<file path="src/rtl/muldiv_seq.sv">
// muldiv_seq: multi-cycle MULT/MULTU/DIV/DIVU sequencer for the EX stage.
// Radix-2 shift-add multiply and restoring divide, one iteration per cycle.
// The pipeline is stalled while an op runs. The {hi,lo} result is delivered
// with a one-cycle write strobe.
module muldiv_seq #(
    parameter int WIDTH = 32,
    parameter int CNT_W = 6
) (
    input  logic             clk,
    input  logic             rst,
    input  logic             start,
    input  logic [1:0]       op,
    input  logic [WIDTH-1:0] operand_a,
    input  logic [WIDTH-1:0] operand_b,
    input  logic             cancel,
    input  logic             read_hilo,
    output logic             stall_o,
    output logic             busy_o,
    output logic             hi_lo_we,
    output logic [WIDTH-1:0] hi_o,
    output logic [WIDTH-1:0] lo_o
);

    typedef enum logic [1:0] {S_IDLE, S_RUN, S_FIX, S_DONE} state_t;

    state_t               r_state;
    state_t               w_state_next;
    logic [CNT_W-1:0]     r_cnt;
    logic                 r_is_div;
    logic                 r_sign_a;
    logic                 r_sign_b;
    logic [2*WIDTH-1:0]   r_acc;      // MUL: product; DIV: {remainder, dividend/quotient}
    logic [2*WIDTH-1:0]   r_mcand;    // shifted multiplicand (MUL only)
    logic [WIDTH-1:0]     r_b;        // MUL: multiplier, shifted right; DIV: divisor
    logic [WIDTH-1:0]     r_hi;
    logic [WIDTH-1:0]     r_lo;

    logic                 w_accept;
    logic                 w_div0;
    logic [WIDTH-1:0]     w_mag_a;
    logic [WIDTH-1:0]     w_mag_b;
    logic [WIDTH:0]       w_rem_sh;
    logic [WIDTH:0]       w_diff;
    logic                 w_q_bit;
    logic [2*WIDTH-1:0]   w_div_step;
    logic [WIDTH-1:0]     w_fix_hi;
    logic [WIDTH-1:0]     w_fix_lo;

    // The magnitude of -2^(W-1) is 2^(W-1). That value still fits W bits when
    // the operand is read as unsigned, so no extra bit is needed here.
    assign w_accept = (r_state == S_IDLE) && start && !cancel;
    assign w_div0   = op[1] && (operand_b == '0);
    assign w_mag_a  = (op[0] && operand_a[WIDTH-1]) ? -operand_a : operand_a;
    assign w_mag_b  = (op[0] && operand_b[WIDTH-1]) ? -operand_b : operand_b;

    // Restoring divide step. The remainder is always below the divisor, so the
    // shifted remainder fits W+1 bits. The W+1-bit difference keeps a valid sign bit.
    assign w_rem_sh   = {r_acc[2*WIDTH-1:WIDTH], r_acc[WIDTH-1]};
    assign w_diff     = w_rem_sh - {1'b0, r_b};
    assign w_q_bit    = !w_diff[WIDTH];
    assign w_div_step = {(w_q_bit ? w_diff[WIDTH-1:0] : w_rem_sh[WIDTH-1:0]),
                         r_acc[WIDTH-2:0], w_q_bit};

    // Sign fix-up of the magnitude result. Sign flags are zero for unsigned ops.
    always_comb begin
        w_fix_hi = r_acc[2*WIDTH-1:WIDTH];
        w_fix_lo = r_acc[WIDTH-1:0];
        if (r_is_div) begin
            if (r_sign_a ^ r_sign_b) w_fix_lo = -r_acc[WIDTH-1:0];
            if (r_sign_a)            w_fix_hi = -r_acc[2*WIDTH-1:WIDTH];
        end else if (r_sign_a ^ r_sign_b) begin
            {w_fix_hi, w_fix_lo} = -r_acc;
        end
    end

    // State register.
    always_ff @(posedge clk) begin
        if (rst) r_state <= S_IDLE;
        else     r_state <= w_state_next;
    end

    // Next-state logic. Cancel aborts RUN/FIX, but a result in DONE still commits.
    always_comb begin
        w_state_next = r_state;
        case (r_state)
            S_IDLE: if (w_accept) w_state_next = w_div0 ? S_DONE : S_RUN;
            S_RUN:  if (cancel) w_state_next = S_IDLE;
                    else if (r_cnt == CNT_W'(WIDTH - 1)) w_state_next = S_FIX;
            S_FIX:  w_state_next = cancel ? S_IDLE : S_DONE;
            default: w_state_next = S_IDLE;
        endcase
    end

    // Outputs decoded from state. DONE releases the stall because HI/LO forwards.
    always_comb begin
        busy_o   = (r_state != S_IDLE);
        hi_lo_we = (r_state == S_DONE);
        stall_o  = w_accept || (r_state == S_RUN) || (r_state == S_FIX) ||
                   (read_hilo && busy_o && (r_state != S_DONE));
    end

    // Datapath: operand capture, per-cycle iteration, and result commit.
    always_ff @(posedge clk) begin
        if (rst) begin
            r_cnt    <= '0;
            r_is_div <= 1'b0;
            r_sign_a <= 1'b0;
            r_sign_b <= 1'b0;
            r_acc    <= '0;
            r_mcand  <= '0;
            r_b      <= '0;
            r_hi     <= '0;
            r_lo     <= '0;
        end else begin
            case (r_state)
                S_IDLE: if (w_accept) begin
                    r_cnt    <= '0;
                    r_is_div <= op[1];
                    r_sign_a <= op[0] && operand_a[WIDTH-1];
                    r_sign_b <= op[0] && operand_b[WIDTH-1];
                    r_acc    <= op[1] ? {{WIDTH{1'b0}}, w_mag_a} : '0;
                    r_mcand  <= {{WIDTH{1'b0}}, w_mag_a};
                    r_b      <= w_mag_b;
                    if (w_div0) begin
                        r_hi <= operand_a;
                        r_lo <= '1;
                    end
                end
                S_RUN: begin
                    r_cnt <= r_cnt + 1'b1;
                    if (r_is_div) begin
                        r_acc <= w_div_step;
                    end else begin
                        if (r_b[0]) r_acc <= r_acc + r_mcand;
                        r_mcand <= r_mcand << 1;
                        r_b     <= r_b >> 1;
                    end
                end
                S_FIX: if (!cancel) begin
                    r_hi <= w_fix_hi;
                    r_lo <= w_fix_lo;
                end
                default: ;
            endcase
        end
    end

    assign hi_o = r_hi;
    assign lo_o = r_lo;

endmodule
</file>
<file path="config.mk">
export PLATFORM = sky130hd
export DESIGN_NAME = muldiv_seq
export DESIGN_NICKNAME = d
export VERILOG_FILES = /design/src/rtl/muldiv_seq.sv
export SDC_FILE = /design/constraint.sdc
export NUM_CORES = 1
export LEC_CHECK = 0
export CAP_MARGIN = 15
export CORE_MARGIN = 2
export CORE_UTILIZATION = 40
export CTS_BUF_LIST = sky130_fd_sc_hd__clkbuf_4 sky130_fd_sc_hd__clkbuf_8
export DETAILED_ROUTE_END_ITERATION = 10
export GPL_ROUTABILITY_DRIVEN = 0
export GPL_TIMING_DRIVEN = 0
export PLACE_DENSITY_LB_ADDON = 0.08
export SYNTH_ARGS = -nofsm -noshare
export SYNTH_HDL_FRONTEND = slang
export SYNTH_SLANG_ARGS = --single-unit
</file>
<file path="constraint.sdc">
create_clock -name clk -period 3.9 [get_ports clk]
set_input_delay 0.78 -clock clk [delete_from_list [all_inputs] [get_ports clk]]
set_output_delay 0.78 -clock clk [all_outputs]
set_load 0.005 [all_outputs]
</file>
After elaboration in Yosys (flattened, before gate mapping)
Index checks and enable logic that the tools add are counted.
{ "totals": {"regBits": 235, "input_bits": 71, "word_cells": 89} }
{ "op_classes": {"addsub": 8, "eq_ne": 11, "muxes": 36, "bitwise_logic": 1, "n_reduce_logical": 23} }
{ "ops": {"columns": ["cell", "count"], "rows": [
  ["2-to-1 mux 32 bit", 18],
  ["2-to-1 mux 64 bit", 5],
  ["one-hot mux 64 bit (2 select lines)", 2],
  ["one-hot mux 32 bit (2 select lines)", 3],
  ["negation 32 bit", 4],
  ["adder 64 bit", 1],
  ["negation 64 bit", 1],
  ["subtractor 33 x 32 -> 33 bit", 1],
  ["logical NOT 32 bit", 1],
  ["one-hot mux 6 bit (2 select lines)", 1],
  ["2-to-1 mux 2 bit", 5],
  ["inequality test 2 bit (second input constant)", 5],
  ["logical AND 1 bit", 7],
  ["adder 6 x 1 -> 6 bit (second input constant)", 1],
  ["== test 6 x 5 -> 1 bit (second input constant)", 1],
  ["2-to-1 mux 6 bit", 1],
  ["inequality test 3 bit (second input constant)", 2],
  ["one-hot mux 2 bit (3 select lines)", 1],
  ["AND reduction 2 bit", 3],
  ["AND reduction 3 bit", 2],
  ["nonzero test 2 bit", 3],
  ["== test 2 bit (second input constant)", 2],
  ["AND reduction 4 bit", 1],
  ["logical OR 1 bit", 3],
  ["4 further kinds", 5]
]} }

Depth between registers and ports, before layout
Gate-level depths: netlist of the first run.
{ "logic_depth": {"ltp_word": 6, "mapped_depth": 15} }

Worst setup path after synthesis of the first run
No wires, ideal clock.
{ "synth_timing": {"path_kind": "register -> register", "from": "register r_acc[31]", "to": "register r_acc[53]", "setup_time_ns": 0.130, "arrival_ns": 3.194, "required_time_ns": 3.770, "slack_ns": 0.577, "stages_incl_launch_ff": 15, "n_path_buf": 1, "period_less_slack_ns": 3.323, "path_cell_list": "dfxtp_1 > inv_1 > ha_1 > fa_1 > nand2b_1 > a21oi_1 > o21a_1 > a2111oi_0 > o31ai_1 > a21oi_1 > xnor2_1 > buf_4 > mux2_1 > a222oi_1 > o21ai_1"} }
{ "synth_between": {"elab_chain_len": 4} }
{ "synth_lines": {"columns": ["item", "line", "rtl"], "rows": [
  ["start: declaration", "32", "logic [2*WIDTH-1:0] r_acc;"],
  ["start signal: assignment", "121", "r_acc <= op[1] ? {{WIDTH{1'b0}}, w_mag_a} : '0;"],
  ["start signal: assignment", "132", "r_acc <= w_div_step;"],
  ["start signal: assignment", "134", "if (r_b[0]) r_acc <= r_acc + r_mcand;"],
  ["adder 64 bit / subtractor 33 x 32 -> 33 bit (equally long branches)", "134, 59", null],
  ["2-to-1 mux 64 bit / 2-to-1 mux 32 bit (equally long branches)", "134, 61", null],
  ["2-to-1 mux 64 bit *", "131", "if (r_is_div) begin"],
  ["one-hot mux 64 bit (2 select lines) *", "115", "case (r_state)"]
]} }
Every way passes the cells marked *; elsewhere a longest branch is shown, timed or not. The select of a mux whose other input is x is not followed.
A chain may end at the register's enable or synchronous reset.

Worst setup path in the final report of the first run
{ "layout_timing": {"from": "register r_state[1]", "to": "output port stall_o"} }
{ "layout_between": {"elab_chain_len": 6} }
{ "layout_lines": {"columns": ["item", "line", "rtl"], "rows": [
  ["start: declaration", "26", "state_t r_state;"],
  ["start signal: assignment", "79", "else r_state <= w_state_next;"],
  ["logical NOT 2 bit", "51", "assign w_accept = (r_state == S_IDLE) && start && !cancel;"],
  ["logical AND 1 bit (2 in a row)", "51", null],
  ["logical OR 1 bit (2 in a row)", "98", "stall_o = w_accept || (r_state == S_RUN) || (r_state == S_FIX) ||"],
  ["logical OR 1 bit *", "98", null],
  ["end: declaration", "17", "output logic stall_o,"]
]} }
Every way passes the cells marked *; elsewhere a longest branch is shown, timed or not.

==> metrics.cfg, run 1 <==
[outcome]
outcome=finished, final reports clean

[setup_path]
start_kind=flip-flop
cp.arrival_ns=3.08
required_ns=3.12
crit_type=flip-flop to primary output
path_max_fanout=19
end_kind=primary output

[clocking]
clk_pin_slew_ns=0.06
ctsLongestPathBuffers=3
cts_tree=done
ctsHtreeMaxLevel=2
cts.sinks=235
cts_root_buffer=clkbuf_8
hold_buffers=0
clkLatencyLatePin_ns=0.64
cts_buffers=46

[layout]
area_growth_pct=18.2
diodes=0
drive_above_1_share_pct=6.08
final_cell_mix=336 x nor2_1, 328 x a21oi_1, 232 x nand2_1
fin_cells=3347
final_nets=2889
final_area_um2=21600
final_common_cell=nor2_1

[detailed_routing]
drt_first_pass_iters=6
drt-initial-drc-count=2026
vias=20500
via_per_inst=6.11
routedWlPerCell_um=23.3
postRouteAntennaNets=0
wirelength_um=78000
drc=0

[logic_synthesis]
synth_edf_count=0
ys.flop_type=dfxtp_1
avgSynthCellArea_um2=7.23
ys_ff_latch=235
synth_area_um2=18300
async_reset_ff_share_pct=0
synth_cells=2527
synth.distinct_cells=84
syn-num-nets=2700
yosysWarnings=0
seq_area_frac_synth_pct=25.8

[sta]
max_freq_ghz=0.259
finalCriticalPeriod_ns=3.86
post-route-period-util_pct=99.1
worst_pin_slew_ns=1.02
setup_viol_count_final=0
slew_headroom_pct=32.0
fin_hold_ws_ns=0.458
hold_viol=0
final.setup_skew_ns=0.0447
drv_slew=0

[global_route]
grt_antenna_before_repair=1
grt_max_degree=20
grt_overflow=0
grt_pass1_vias=19200
grt_usage_pct=31.9
grt_first_pass_wirelength_um=115000

[die]
die-area_um2=47400
die_w_um=218
start_util_pct=40.4
core_um2=45200
die_height_um=218
row_count=78
pin_count=138

[hold_path]
min_path_type=flip-flop to flip-flop

[place]
placed_cells=3263
dpl.hpwl_um=61500
portBuffers=135
placed_cell_area_um2=20400

[pwr]
leakagePower_nw=8.05
peakVddDrop_mv=0.211
power_density_nw_per_um2=321

[flow_run]
max-cap-violations=0

cell type report:
cell class	instances	area [um^2]
Buffer	169	668
Clock buffer	72	903
Clock inverter	7	68.8
Fill cell	4656	23600
Inverter	78	293
Multi-Input combinational cell	2043	12700
Sequential cell	235	4720
Tap cell	600	751
Timing Repair Buffer	143	1440
final timing paths:
path,end,cells past startpoint,startpoint,slack (ns)
max,stall_o,5,r_state[1]$_SDFFE_PP0P_,0.04
min,hi_o[8]$_SDFFE_PP0P_,2,hi_o[8]$_SDFFE_PP0P_,0.46
max reg2reg,r_acc[62]$_SDFFE_PP0P_,14,r_acc[0]$_SDFFE_PP0P_,0.10
min reg2reg,hi_o[8]$_SDFFE_PP0P_,2,hi_o[8]$_SDFFE_PP0P_,0.46
metrics by stage:
stage	setup slack [ns]	util, %	TNS, ns	total power [mW]
2_1_floorplan	0.577	-	0	3.65
3_3_place_gp	-0.881	45.1	-64.17	4.21
6_report	0.0368	47.8	0	6.93
3_5_place_dp	-0.982	45.1	-70.22	4.22
5_1_grt	-0.0195	47.8	-0.0195	7.19
4_1_cts	0.0112	47.5	0	6.91
repair_timing:
item,CTS,global route
setup endpoints to repair,99,92
setup buffers,4,2
gates resized for setup,18,31
pin swaps,5,6
Yosys cell counts, types with 15 or more instances:
cell type	count	area [um^2]
o21ai_0	110	551
o21a_1	16	120
or3_1	19	119
nor4_1	17	106
a21o_1	48	360
buf_2	15	75.1
nand3_1	74	370
a211oi_1	70	526
a311oi_1	40	350
nand4_1	28	175
a31oi_1	26	163
inv_1	78	293
nand2b_1	15	93.8
nor3_1	67	335
o31ai_1	16	120
xor2_1	77	674
nor2_1	336	1260
o21bai_1	18	135
o211ai_1	36	270
nand2_1	232	871
nor2b_1	19	119
xnor2_1	123	1080
a21oi_1	330	1650
clkbuf_1	146	548
ha_1	100	1250
o21ai_1	33	165
mux2i_1	24	240
o221ai_1	19	166
dfxtp_1	235	4700
kinds of logic after synthesis:
group           synth area share, %
xor+xnor                       9.59
flops                          25.8
mux                            1.75
simple gates                   21.7
fa+ha+maj                      7.07
compound gates                 28.9
buf+inv                        5.24
routing by layer:
metal / vias to the layer above / routed length [um] / GRT usage, %
met5: - / 0 / 0
met4: 0 / 4320 / 17.1
met3: 240 / 6320 / 4.59
met2: 974 / 35800 / 53.2
met1: 9724 / 31600 / 39.8
li1: 9513 / - / -
state kept, by name, summed over array words and instances (netlist names):
signal    count
lo_o         32
r_mcand      64
r_cnt         6
r_b          32
hi_o         32
r_sign_a      1
r_is_div      1
r_sign_b      1
r_state       2
r_acc        64
power by group:
part	total [mW]	internal [mW]	switching, mW	leakage (nW)
combinational	1.63	0.579	1.05	5.62
clock	2.69	1.53	1.16	0.517
sequential	2.61	2.49	0.122	1.91
critical path, stage by stage, from the launching register on:
cell	delay [ns]
dfxtp_1	0.51
nand2b_1	0.29
clkbuf_2	0.39
clkbuf_2	0.55
nand3_1	0.20
clkdlybuf4s50_1	0.49
Note: power is estimated with default switching activity, not from simulation.
==> run 2, diff against run 1 <==
--- a/config.mk
+++ b/config.mk
@@ -5,6 +5,7 @@
 export SDC_FILE = /design/constraint.sdc
 export NUM_CORES = 1
 export LEC_CHECK = 0
+export ABC_AREA = 1
 export CAP_MARGIN = 15
 export CORE_MARGIN = 2
 export CORE_UTILIZATION = 40
==> run 2 against run 1 <==
  * Die area grew 25%
  * Area after synthesis increased by 25%
  * Clock power increased by 8.9%
  * Power grew 33%
  * Global-route usage up 2.6 points
  * First-iteration DRC count increased by 57%
  * Final cell count grew 54%
  * Critical endpoint is now r_acc[12]$_SDFFE_PP0P_
  * Hold slack lost 0.027 ns
  * Synthesized cell count grew 66%
  * Non-clock buffer count shrank 40
  * Largest power group is now combinational cells
==> metrics.cfg, run 2 <==
[pwr]
leakagePower_nw=13.0
power_density_nw_per_um2=352
power_mw=9.24
peakVddDrop_mv=0.244

[global_route]
grt_pass1_vias=24900
grt_first_pass_wirelength_um=154000
grt_max_degree=14
grt_overflow=0
grt_antenna_before_repair=1
grt_usage_pct=34.5

[clocking]
cts_buffers=46
ctsLongestPathBuffers=3
cts_root_buffer=clkbuf_8
ctsResizeCount=0
clkLatencyLatePin_ns=0.70
clk_pin_slew_ns=0.08
hold_buffers=0
ctsHtreeMaxLevel=2
cts_tree=done
cts.sinks=235
post_cts_buffers=0

[sta]
fin_hold_ws_ns=0.432
hold_viol=0
slew_headroom_pct=22.0
setup_viol_count_final=0
post-route-period-util_pct=86.4
max_freq_ghz=0.297
finalCriticalPeriod_ns=3.37
tns_ns=0
drv_slew=0
worst_pin_slew_ns=1.17
rsz0062_at_grt=no
final.setup_skew_ns=0.0949

[die]
die-area_um2=59100
die_height_um=243
row_count=87
pin_count=138
core_um2=56500
die_w_um=243
start_util_pct=40.5

[logic_synthesis]
async_reset_ff_share_pct=0
seq_area_frac_synth_pct=20.6
syn-num-nets=4369
avgSynthCellArea_um2=5.45
yosysWarnings=0
ys.flop_type=dfxtp_1
synth_area_leaders=nand2_1 23%, dfxtp_1 21%, inv_1 11%
synth_edf_count=0
synth_cells=4196
synth_area_um2=22900
ys_ff_latch=235
synthDominantCellAreaShare_pct=22.8
yosysMostFrequentCell=nand2_1
synth_common_cells=1389 x nand2_1, 664 x inv_1, 394 x a21oi_1
synth.distinct_cells=50
synth_top_area_cell=nand2_1

[detailed_routing]
drc=0
postRouteAntennaNets=0
drt_first_pass_iters=8
via_per_inst=5.41
routedWlPerCell_um=20.6
vias=28000
drt-initial-drc-count=3179
wirelength_um=106000

[layout]
final_common_cell=nand2_1
drive_above_1_share_pct=4.10
nFillCells=6324
final_cell_mix=1389 x nand2_1, 664 x inv_1, 394 x a21oi_1
top_regs=r_acc (64), r_mcand (64)
area_growth_pct=14.6
final_nets=4552

[setup_path]
required_ns=4.46
end_kind=flip-flop
start_kind=input port
cp.arrival_ns=3.93
path_max_fanout=4
crit_type=input port to flip-flop
ff2ff_setup_slack_ns=0.74

[outcome]
outcome=finished, final reports clean

[hold_path]
min_path_type=flip-flop to flip-flop

[place]
portBuffers=135
dpl.hpwl_um=86500

[flow_run]
max-cap-violations=0

[run 2: cell count changes in the layout (fill, tap and decap cells not counted), sizes merged, moves of 23 or more]
cell | before | now
nand2 | 232 | 1404
inv | 79 | 677
nand3 | 74 | 346
xnor2 | 123 | 12
clkbuf | 218 | 150
o21ai | 144 | 212
a211oi | 72 | 7
a21oi | 333 | 397
nor2 | 337 | 393
a21o | 48 | 3
a311oi | 40 | 0
buf | 31 | 55
mux2i | 24 | 0
xor2 | 77 | 54
[run 2: cell families after synthesis]
logic type | after synthesis | synth area share (%)
AOI/OAI and AO/OA | 707 | 16.6
xor gates and xnor gates | 66 | 2.53
adders and majority gates | 102 | 5.64
buffers and inverters | 814 | 13.8
DFF | 235 | 20.6
and+or+nand+nor | 2272 | 40.8
[run 2: where the power goes]
part           total [mW]  internal, mW  switching (mW)
sequential           2.74          2.54           0.206
clock                2.93          1.67            1.26
combinational        3.56          1.07            2.49
[run 2: layout make-up]
type                    count  area (um^2)  share of cell area [%]
repair buffers            135         1350                    5.15
inverters                 677         2550                    9.71
clock buffers              68          855                    3.26
flip-flops and latches    235         4700                    17.9
multi-input cells        3147        15000                    57.2
well taps                 756          946                    3.61
clock inverters            13          186                   0.711
plain buffers             137          621                    2.37
diodes                      2         5.00                  0.0191
[run 2: worst max-delay path: stages]
cell and delay, ns:
clkdlybuf4s50_1 0.74, inv_1 0.20, ha_1 0.26, inv_1 0.09, nor3_1 0.46, nand2_1 0.22, o21ai_0 0.26, nor2_1 0.06
nor2_1 0.55, nand2_1 0.11, a31oi_1 0.18
[run 2: path summary, 6_finish.rpt]
check | start | to | cells past startpoint
max | operand_a[0] | r_acc[12]$_SDFFE_PP0P_ | 11
min | r_b[1]$_SDFFE_PP0P_ | r_b[0]$_SDFFE_PP0P_ | 2
max reg2reg | r_acc[31]$_SDFFE_PP0P_ | r_acc[63]$_SDFFE_PP0P_ | 18
min reg2reg | r_b[1]$_SDFFE_PP0P_ | r_b[0]$_SDFFE_PP0P_ | 2
[run 2: stage by stage]
step	setup slack (ns)	area [um^2]	std cells	util, %
after global routing	0.408	26200	5170	46.4
after CTS	0.625	26200	5168	46.4
final	0.530	26200	5170	46.4
after global placement	0.144	25200	5087	44.6
after detailed placement	0.168	25200	5087	44.6
after floorplan	1.55	22900	4196	-
[run 2: metal layers]
layer	part of all wire [%]	GRT usage (%)	up-vias
li1	-	-	13700
met2	44	55.2	1304
met5	0	0	-
met3	8.8	5.77	303
met4	6.2	19.3	0
met1	41	44.0	12600
